$ cat config.mk
export PLATFORM = sky130hd
export DESIGN_NAME = branch_resolve_unit
export DESIGN_NICKNAME = d
export VERILOG_FILES = /design/src/rtl/branch_resolve_unit.sv
export SDC_FILE = /design/constraint.sdc
export NUM_CORES = 1
export LEC_CHECK = 0
export BUFFER_PORTS_ARGS = -buffer_cell sky130_fd_sc_hd__buf_2
export CAP_MARGIN = 20
export CORE_MARGIN = 10
export CORE_UTILIZATION = 54
export DETAILED_ROUTE_END_ITERATION = 8
export HOLD_SLACK_MARGIN = 0.12
export MAX_ROUTING_LAYER = met4
export PLACE_DENSITY = 0.83
export SLEW_MARGIN = 20
export SYNTH_ARGS = -nofsm -noshare
export SYNTH_HDL_FRONTEND = slang
export SYNTH_SLANG_ARGS = --single-unit
$ cat constraint.sdc
create_clock -name clk -period 4.8 [get_ports clk]
set_clock_uncertainty 0.2 [all_clocks]
set_input_delay 0.24 -clock clk [delete_from_list [all_inputs] [get_ports clk]]
set_output_delay 0.24 -clock clk [all_outputs]
set_load 0.02 [all_outputs]
$ cat src/rtl/branch_resolve_unit.sv
// Single registered stage that resolves BRANCH/JAL/JALR and flags mispredicts, with valid/ready on both sides.
// Optional macro BRANCH_STATS_EN adds saturating resolved/mispredict counters.
module branch_resolve_unit #(
  parameter int XLEN = 32
`ifdef BRANCH_STATS_EN
  , parameter int CNT_W = 32
`endif
) (
  input  logic            clk,
  input  logic            rst_n,
  input  logic            flush,
  input  logic            in_valid,
  output logic            in_ready,
  input  logic [1:0]      in_kind,
  input  logic [2:0]      in_funct3,
  input  logic [XLEN-1:0] in_rs1,
  input  logic [XLEN-1:0] in_rs2,
  input  logic [XLEN-1:0] in_pc,
  input  logic [XLEN-1:0] in_imm,
  input  logic            in_pred_taken,
  input  logic [XLEN-1:0] in_pred_target,
  output logic            out_valid,
  input  logic            out_ready,
  output logic            out_taken,
  output logic [XLEN-1:0] out_target,
  output logic [XLEN-1:0] out_link,
  output logic            out_mispredict,
  output logic            out_illegal,
  output logic            out_misaligned
`ifdef BRANCH_STATS_EN
  , output logic [CNT_W-1:0] stat_resolved
  , output logic [CNT_W-1:0] stat_mispred
`endif
);

  typedef enum logic [1:0] {
    KIND_BRANCH = 2'b00,
    KIND_JAL    = 2'b01,
    KIND_JALR   = 2'b10,
    KIND_NONE   = 2'b11
  } kind_e;

  logic            r_valid;
  logic            r_taken;
  logic [XLEN-1:0] r_target;
  logic [XLEN-1:0] r_link;
  logic            r_mispredict;
  logic            r_illegal;
  logic            r_misaligned;

  logic            w_accept;
  logic [XLEN-1:0] w_sum_pc;
  logic [XLEN-1:0] w_sum_rs;
  logic            w_taken;
  logic [XLEN-1:0] w_target;
  logic            w_illegal;
  logic            w_mispredict;
  logic            w_misaligned;

  assign in_ready = !r_valid || out_ready;
  assign w_accept = in_valid && in_ready;
  assign w_sum_pc = in_pc + in_imm;
  assign w_sum_rs = in_rs1 + in_imm;

  // NOTE: every always_comb output gets a default first so no path can infer a latch.
  always_comb begin
    w_taken   = 1'b0;
    w_target  = '0;
    w_illegal = 1'b0;
    case (kind_e'(in_kind))
      KIND_BRANCH: begin
        w_target = w_sum_pc;
        case (in_funct3)
          3'b000:  w_taken = (in_rs1 == in_rs2);
          3'b001:  w_taken = (in_rs1 != in_rs2);
          3'b100:  w_taken = ($signed(in_rs1) <  $signed(in_rs2));
          3'b101:  w_taken = ($signed(in_rs1) >= $signed(in_rs2));
          3'b110:  w_taken = (in_rs1 <  in_rs2);
          3'b111:  w_taken = (in_rs1 >= in_rs2);
          default: w_illegal = 1'b1;
        endcase
      end
      KIND_JAL: begin
        w_taken  = 1'b1;
        w_target = w_sum_pc;
      end
      KIND_JALR: begin
        w_taken  = 1'b1;
        w_target = {w_sum_rs[XLEN-1:1], 1'b0};
      end
      default: ;
    endcase
  end

  assign w_mispredict = (w_taken != in_pred_taken) || (w_taken && (w_target != in_pred_target));
  assign w_misaligned = w_taken && (w_target[1:0] != 2'b00);

  // NOTE: sequential state is written only with non-blocking assignments so all registers update together.
  always_ff @(posedge clk) begin
    if (!rst_n) begin
      r_valid      <= 1'b0;
      r_taken      <= 1'b0;
      r_target     <= '0;
      r_link       <= '0;
      r_mispredict <= 1'b0;
      r_illegal    <= 1'b0;
      r_misaligned <= 1'b0;
    end else if (flush) begin
      r_valid <= 1'b0;
    end else if (w_accept) begin
      r_valid      <= 1'b1;
      r_taken      <= w_taken;
      r_target     <= w_target;
      r_link       <= in_pc + XLEN'(4);
      r_mispredict <= w_mispredict;
      r_illegal    <= w_illegal;
      r_misaligned <= w_misaligned;
    end else if (out_ready) begin
      r_valid <= 1'b0;
    end
  end

  assign out_valid      = r_valid;
  assign out_taken      = r_taken;
  assign out_target     = r_target;
  assign out_link       = r_link;
  assign out_mispredict = r_mispredict;
  assign out_illegal    = r_illegal;
  assign out_misaligned = r_misaligned;

`ifdef BRANCH_STATS_EN
  logic             r_is_ctrl;
  logic [CNT_W-1:0] r_stat_resolved;
  logic [CNT_W-1:0] r_stat_mispred;
  logic             w_out_hs;

  assign w_out_hs = r_valid && out_ready;

  // Counters see only reset; a flush must not erase history.
  always_ff @(posedge clk) begin
    if (!rst_n) begin
      r_is_ctrl       <= 1'b0;
      r_stat_resolved <= '0;
      r_stat_mispred  <= '0;
    end else begin
      if (w_accept && !flush) r_is_ctrl <= (kind_e'(in_kind) != KIND_NONE);
      if (w_out_hs && r_is_ctrl && (r_stat_resolved != '1))
        r_stat_resolved <= r_stat_resolved + CNT_W'(1);
      if (w_out_hs && r_mispredict && (r_stat_mispred != '1))
        r_stat_mispred <= r_stat_mispred + CNT_W'(1);
    end
  end

  assign stat_resolved = r_stat_resolved;
  assign stat_mispred  = r_stat_mispred;
`else
  // Statistics disabled: no counter state or ports.
`endif

endmodule
## Word-level counts from Yosys, hierarchy flattened

Index checks and enable logic that the tools add are counted.

- Bits in latches: 0
- Output and inout bits: 70
- Bits in writable memories: 0
- Memories: 0
- Word-level logic and storage cells: 49
- Input port bits: 171
- Register bits after elaboration: 69
- Bits in read-only memories: 0

- Equal/unequal tests: 11
- Reduce and logical (&&, ||, !) cells: 15
- Multiplexer cells: 7
- Add/sub/neg operators: 3
- Divide/modulo/power cells: 0
- Multiply operators: 0
- Bitwise gates (word level): 2
- Shift operators: 0
- Magnitude comparators: 4

Operator list:

| kind | number |
|---|---|
| 32-bit adder | 2 |
| 32-bit >= comparator | 2 |
| 32-bit less-than comparator | 2 |
| 32-bit inequality test | 2 |
| 32-bit case mux with 2 select lines | 1 |
| 32-bit by 3-bit adder with 32-bit output, second input constant | 1 |
| 32-bit == test | 1 |
| 3-bit == test, second input constant | 4 |
| 1-bit case mux with 6 select lines | 1 |
| 2-bit OR reduction | 3 |
| 6-bit OR reduction | 1 |
| 1-bit two-way mux | 4 |
| 2-bit nonzero test | 2 |
| 3-bit by 1-bit == test with 1-bit output, second input constant | 1 |
| 1-bit logical AND | 3 |
| 3-bit logical NOT | 1 |
| 2-bit by 1-bit == test with 1-bit output, second input constant | 1 |
| 2-bit == test, second input constant | 1 |
| 2-bit logical NOT | 1 |
| 1-bit logical OR | 2 |
| 1-bit NOT | 2 |
| 1-bit case mux with 2 select lines | 1 |
| 2-bit AND reduction | 1 |
| 1-bit logical NOT | 1 |
| 1-bit inequality test | 1 |

## Longest topological paths before layout

Gate-level depths: netlist of the first run.

- Word-level depth: 6
- Depth in mapped cells: 14
- Mapped depth without buffers: 14

## Worst setup path before layout of the first run

OpenSTA, ideal clock, no wires.

- Path type: input -> register
- From: in in_pc[0]
- To: reg r_mispredict (netlist: out_mispredict)
- Path buffers: 0
- Slack: 1.321 ns
- Arrival: 3.158 ns
- Library setup time: 0.121 ns
- Required time: 4.479 ns
- Stages on the path: 14
- Cells stage by stage: ha_1 inv_1 fa_1 nand2b_1 a211oi_1 o21bai_1 a211o_1 a211oi_1 o31ai_1 nand3_1 o2111ai_1 or4_1 nor4_1 nor2_1

- Word-level cells in the longest chain between the ends: 5

Ends and longest elaborated chain:

| item | line | source |
|---|---|---|
| start: declaration | 18 | `input logic [XLEN-1:0] in_pc,` |
| 32-bit adder | 62 | `assign w_sum_pc = in_pc + in_imm;` |
| 32-bit case mux with 2 select lines | 70 | `case (kind_e'(in_kind))` |
| 32-bit inequality test | 95 | `assign w_mispredict = (w_taken != in_pred_taken) \|\| (w_taken && (w_target != in_pred_target));` |
| 1-bit logical AND | 95 |  |
| 1-bit logical OR | 95 |  |
| end signal: assignment | 115 | `r_mispredict <= w_mispredict;` |
| end: declaration | 47 | `logic r_mispredict;` |

Every way passes these cells.
A chain may end at the register's enable or synchronous reset.

## Final worst setup path of the first run

- From: in in_pc[2]
- To: reg r_mispredict (netlist: out_mispredict)

The elaborated chain is that of the path after synthesis.

==> flow_summary.json, run 1 <==
{
  "hold_depth": 5,
  "cts_setup_buffers": 0,
  "p_int_uw": 1392,
  "path_class": "in2reg",
  "drc": 0,
  "rsz0062_at_grt": "no",
  "slew_headroom": 0.3209,
  "antennaDiodeCount": 0,
  "p_clk_frac": 0.257,
  "cp-startpoint": "in_pc[2]",
  "hold_viol": 0,
  "yosys_register_bits": 69,
  "startpoint_type": "primary input",
  "hold_start": "in_pred_target[26]",
  "cp_slowest_cell": "o41ai_1",
  "p_leak_uw": 0.004691,
  "synth_edf_count": 0,
  "grt_max_degree": 105,
  "place_area_um2": 9635,
  "viasPerCell": 6.179,
  "critPathRequiredTime_ps": 4820,
  "routed_wl_mm": 32.09,
  "yosys_warnings": 0,
  "ant_nets": 0,
  "grt_pass1_vias": 9195,
  "power_frac_seq": 0.273,
  "antenna_found_initial": 0,
  "routabilityCongestion": 0.9986,
  "layout_common_cells": "buf_2, nor2_1, nand2_1",
  "wire_per_inst_um": 20.59,
  "grt.overflow.total": 0,
  "hp-class": "in2reg",
  "period_minus_slack_ps": 4394,
  "portBuffers": 240,
  "syn_to_final_growth_pct": 22.43,
  "clockBufferDepth": 2,
  "setup_viol": 0,
  "grt_pass1_wl_mm": 48.69,
  "path_common_cell": "o211ai_1",
  "start_util": 0.5487,
  "syn-num-nets": 1397,
  "regToRegEndpoint": "out_mispredict",
  "dp_hpwl_mm": 26.30,
  "io_pins": 241,
  "cts_root_buffer": "clkbuf_16",
  "rows": 45,
  "nets": 1638,
  "finalSetupTns_ps": 0,
  "vdd_drop_max_uv": 179.7,
  "syn_avg_cell_area_um2": 7.387,
  "final_layout_size_suffix_gt1_frac": 0.2109,
  "status": "completed",
  "seq_area_frac_synth": 0.1662,
  "cts.clk_slew.worst_paths_ps": 50,
  "cts.sink_count": 69,
  "synth_async_sr_flop_share": 0,
  "max_clock_freq_ghz": 0.2276,
  "syn_area_um2": 8310,
  "drt_pass1_iterations": 6,
  "finalInstanceArea_um2": 10170,
  "regToRegStartpoint": "out_valid",
  "swShare": 0.3959,
  "combPwrFrac": 0.470,
  "dieArea_um2": 20750,
  "power_uw": 2304,
  "cp.arrival_ps": 4410,
  "crit_fanout": 4,
  "power_per_cell_area_nw_per_um2": 226.4,
  "cts_tree": "yes",
  "tightest_slew_ps": 1019,
  "rr_worst_depth": 10,
  "grt_usage": 0.3031,
  "slew_viol_final": 0,
  "clkLatencyLatePin_ps": 330,
  "fin_crit_sh": 0.9154,
  "ys.flop_type": "dfxtp_1",
  "final_common_cell": "buf_2",
  "drtIter0Drc": 886,
  "cp-end-kind": "flop",
  "core_area_um2": 15150,
  "h-tree-depth": 3,
  "p_switching_uw": 912.0,
  "die_h_um": 144.1,
  "slowest_delay_ps": 630,
  "rrSetupSlack_ps": 1890,
  "fp.dieW_um": 144.1,
  "maxCapViolCount": 0,
  "vias": 9627,
  "netlist_instances": 1125,
  "numCtsBuffers": 9,
  "path_cells": "dlygate4sd3_1 -> buf_2 -> ha_1 -> o211ai_1 -> o211ai_1 -> o211ai_1 -> o31a_1 -> o41ai_1 -> xor2_1 -> mux2i_1 -> o2111ai_1 -> or4_1 -> nor4_1 -> nor2_1",
  "min_to": "out_mispredict",
  "synth_cell_types": 76
}
per-stage QoR:
| stage | std cells | hold WS (ps) | utilization | setup slack, ps |
|---|---|---|---|---|
| 2_1_floorplan | 1125 | 119.3 | - | 1321 |
| 3_5_place_dp | 1516 | 245.3 | 0.6362 | 700.2 |
| 5_1_grt | 1558 | 157.8 | 0.6718 | 81.04 |
| 4_1_cts | 1558 | 120.9 | 0.6717 | 482.1 |
| 6_report | 1558 | 127.2 | 0.6718 | 405.9 |
| 3_3_place_gp | 1516 | 238.5 | 0.6362 | 780.0 |
worst max path at each step:
stage / to / slack (ps)
floorplan: out_mispredict / 1320
global placement: out_mispredict / 780
detailed placement: out_mispredict / 700
CTS: out_mispredict / 480
global route: out_mispredict / 80
finish: out_mispredict / 410
power by group through the flow:
| stage | logic (µW) | clock network [µW] | registers [µW] |
|---|---|---|---|
| after floorplan | 640 | 0 | 683 |
| after global placement | 1030 | 0 | 638 |
| after detailed placement | 1030 | 0 | 639 |
| after CTS | 1060 | 598 | 628 |
| after global routing | 1180 | 621 | 632 |
| final | 1080 | 593 | 629 |
layout make-up:
| class | count | area, µm² |
|---|---|---|
| multi-input cells | 957 | 6555 |
| fillers | 1309 | 4971 |
| repair buffers | 275 | 1531 |
| flip-flops and latches | 69 | 1381 |
| clock buffers | 11 | 242.7 |
| well taps | 188 | 235.2 |
| inverters | 54 | 203.9 |
| clock inverters | 4 | 25.02 |
synthesized netlist by cell type (5+ instances only):
master	instances	area [µm²]
a211o_1	5	43.79
a211oi_1	43	322.8
a21boi_0	7	52.55
a21o_1	30	225.2
a21oi_1	90	450.4
a22oi_1	9	67.56
a311oi_1	6	52.55
a31oi_1	16	100.1
and2_1	13	81.33
and3_1	19	118.9
and4_1	7	61.31
buf_1	7	26.28
clkbuf_1	34	127.6
dfxtp_1	69	1381
ha_1	99	1239
inv_1	54	202.7
mux2i_1	11	110.1
nand2_1	102	382.9
nand2b_1	13	81.33
nand3_1	36	180.2
nand4_1	23	143.9
nor2_1	105	394.1
nor2b_1	7	43.79
nor3_1	23	115.1
nor3b_1	5	37.54
nor4_1	5	31.28
o2111ai_1	5	43.79
o211ai_1	17	127.6
o21a_1	14	105.1
o21ai_0	53	265.3
o21bai_1	14	105.1
o22ai_1	9	56.30
or3_1	14	87.58
xnor2_1	37	324.1
xor2_1	47	411.6
per-layer routing:
layer | wire length [µm] | share of wire | GRT usage | up-vias
li1 | - | - | - | 4667
met1 | 13880 | 0.43 | 0.3989 | 4416
met2 | 13910 | 0.43 | 0.4553 | 495
met3 | 3652 | 0.11 | 0.07084 | 49
met4 | 644 | 0.020 | 0.08329 | 0
met5 | 0 | 0 | - | -
kinds of logic (layout without fill, tap and decap cells):
group	count (synthesis)	count (layout)	synth area share
buf+inv	99	344	0.04562
xor+xnor	84	84	0.08853
simple gates	396	396	0.2361
compound gates	364	364	0.2951
flops	69	69	0.1662
fa+ha+maj	101	101	0.1539
mux	12	12	0.01460
registers in the layout (all words and copies together), names as in the netlist:
| register | count |
|---|---|
| out_target | 32 |
| out_taken | 1 |
| out_mispredict | 1 |
| out_illegal | 1 |
| out_link | 32 |
| out_valid | 1 |
| out_misaligned | 1 |
critical path: cells and delay by family:
| family | cells | cell delay [ps] |
|---|---|---|
| xor+xnor | 1 | 270 |
| simple gates | 3 | 830 |
| fa+ha+maj | 1 | 360 |
| compound gates | 6 | 1770 |
| buf+inv | 2 | 710 |
| mux | 1 | 220 |
repair_timing:
action / in CTS / in global routing
hold buffers: 27 / 0
hold endpoints to repair: 27 / 0
gates resized for setup: 0 / 0
No activity file was read; power rests on OpenSTA's default activity.
==> run 2, diff against run 1 <==
PLACE_DENSITY = unset   (was 0.83)
PLACE_DENSITY_LB_ADDON = 0.08   (was unset)
==> run 2 against run 1 <==
  * Critical path depth did not move
  * Via count is essentially flat
  * Critical path type unchanged
  * Critical endpoint unchanged
  * Global-route usage is 0.90 points lower
==> flow_summary.json, run 2 (same netlist as run 1, synthesis figures left out) <==
{
  "nets": 1634,
  "n_fill_cell": 1386,
  "cp.arrival_ps": 4430,
  "layout_common_cells": "buf_2, nor2_1, nand2_1",
  "clockBufferDepth": 2,
  "drtIter0Drc": 754,
  "vias": 9618,
  "drt_pass1_iterations": 5,
  "routabilityCongestion": 0.9917,
  "final_layout_size_suffix_gt1_frac": 0.2129,
  "io_pins": 241,
  "final_common_cell": "buf_2",
  "startpoint_type": "primary input",
  "cp-end-kind": "flop",
  "max_clock_freq_ghz": 0.2268,
  "cts_tree": "yes",
  "grt_max_degree": 105,
  "grt_usage": 0.2941,
  "dp_hpwl_mm": 25.75,
  "multiInputGateArea_um2": 6555,
  "portBuffers": 240,
  "numCtsBuffers": 9,
  "fp.dieW_um": 144.1,
  "h-tree-depth": 3,
  "finalInstanceArea_um2": 10160,
  "slew_headroom": 0.3005,
  "clkLatencyLatePin_ps": 330,
  "drc": 0,
  "setup_viol": 0,
  "antenna_found_initial": 0,
  "grt_pass1_wl_mm": 47.02,
  "routed_wl_mm": 31.50,
  "ant_nets": 0,
  "regArea_um2": 1381,
  "dieArea_um2": 20750,
  "cts_root_buffer": "clkbuf_16",
  "finalSetupTns_ps": 0,
  "status": "completed",
  "power_per_cell_area_nw_per_um2": 228.5,
  "fin_crit_sh": 0.9187,
  "place_area_um2": 9635,
  "rows": 45,
  "cts.sink_count": 69,
  "hold_viol": 0,
  "hp-class": "in2reg",
  "core_area_um2": 15150,
  "tightest_slew_ps": 1049,
  "grt.overflow.total": 0,
  "rsz0062_at_grt": "no",
  "viasPerCell": 6.177,
  "vdd_drop_max_uv": 158.9,
  "wire_per_inst_um": 20.23,
  "grt_pass1_vias": 8842,
  "die_h_um": 144.1,
  "crit_fanout": 4,
  "p_leak_uw": 0.004672,
  "cts.clk_slew.worst_paths_ps": 60,
  "maxCapViolCount": 0,
  "critPathRequiredTime_ps": 4820,
  "cts_setup_buffers": 0,
  "path_class": "in2reg",
  "period_minus_slack_ps": 4410,
  "slew_viol_final": 0,
  "start_util": 0.5487,
  "syn_to_final_growth_pct": 22.24
}
-- run 2: through the flow --
step / hold WS, ps / total power (µW) / std cells / utilization / setup slack, ps
2_1_floorplan: 119.3 / 1322 / 1125 / - / 1321
3_3_place_gp: 238.7 / 1662 / 1516 / 0.6362 / 649.1
3_5_place_dp: 245.0 / 1667 / 1516 / 0.6362 / 678.4
4_1_cts: 122.7 / 2300 / 1555 / 0.6703 / 474.7
5_1_grt: 145.5 / 2445 / 1555 / 0.6704 / 112.3
6_report: 129.1 / 2321 / 1557 / 0.6707 / 390.4
-- run 2: path summary, 6_finish.rpt --
check	slack [ps]	from	cells after the start	end
max	390	in_pc[2]	14	out_mispredict
min	130	in_pc[13]	3	out_link[13]
max reg2reg	2080	out_valid	10	out_mispredict
min reg2reg	250	out_target[2]	2	out_target[2]
-- run 2: timing repair --
| action | CTS | global route |
|---|---|---|
| hold buffers | 23 | 0 |
| resized for setup | 0 | 0 |
| endpoints found under the hold margin | 24 | 0 |
-- run 2: cell type report --
cell class,count,share of cell area
Timing Repair Buffer,271,0.1468
Clock inverter,6,0.004680
Antenna cell,2,0.0004927
Inverter,54,0.02008
Multi-Input combinational cell,957,0.6453
Clock buffer,10,0.02353
Sequential cell,69,0.1360
Tap cell,188,0.02316
-- run 2: power breakdown --
| part | switching, µW | total (µW) | internal [µW] | leakage, µW |
|---|---|---|---|---|
| Sequential | 17.5 | 627 | 609 | 0.000566 |
| Clock | 256 | 622 | 366 | 0.000127 |
| Combinational | 652 | 1070 | 421 | 0.00398 |
-- run 2: routing by layer --
| metal | part of all wire | track usage | up-vias |
|---|---|---|---|
| li1 | - | - | 4677 |
| met1 | 0.45 | 0.4075 | 4379 |
| met2 | 0.43 | 0.4417 | 523 |
| met3 | 0.11 | 0.04788 | 39 |
| met4 | 0.013 | 0.05911 | 0 |
| met5 | 0 | - | - |
-- run 2: worst max-delay path: stages --
cell and delay [ps]:
dlygate4sd3_1 550, buf_2 170, ha_1 370, o211ai_1 120
o211ai_1 330, o211ai_1 280, o31a_1 340, o41ai_1 580
xor2_1 280, mux2i_1 220, o2111ai_1 130, or4_1 480
nor4_1 280, nor2_1 60
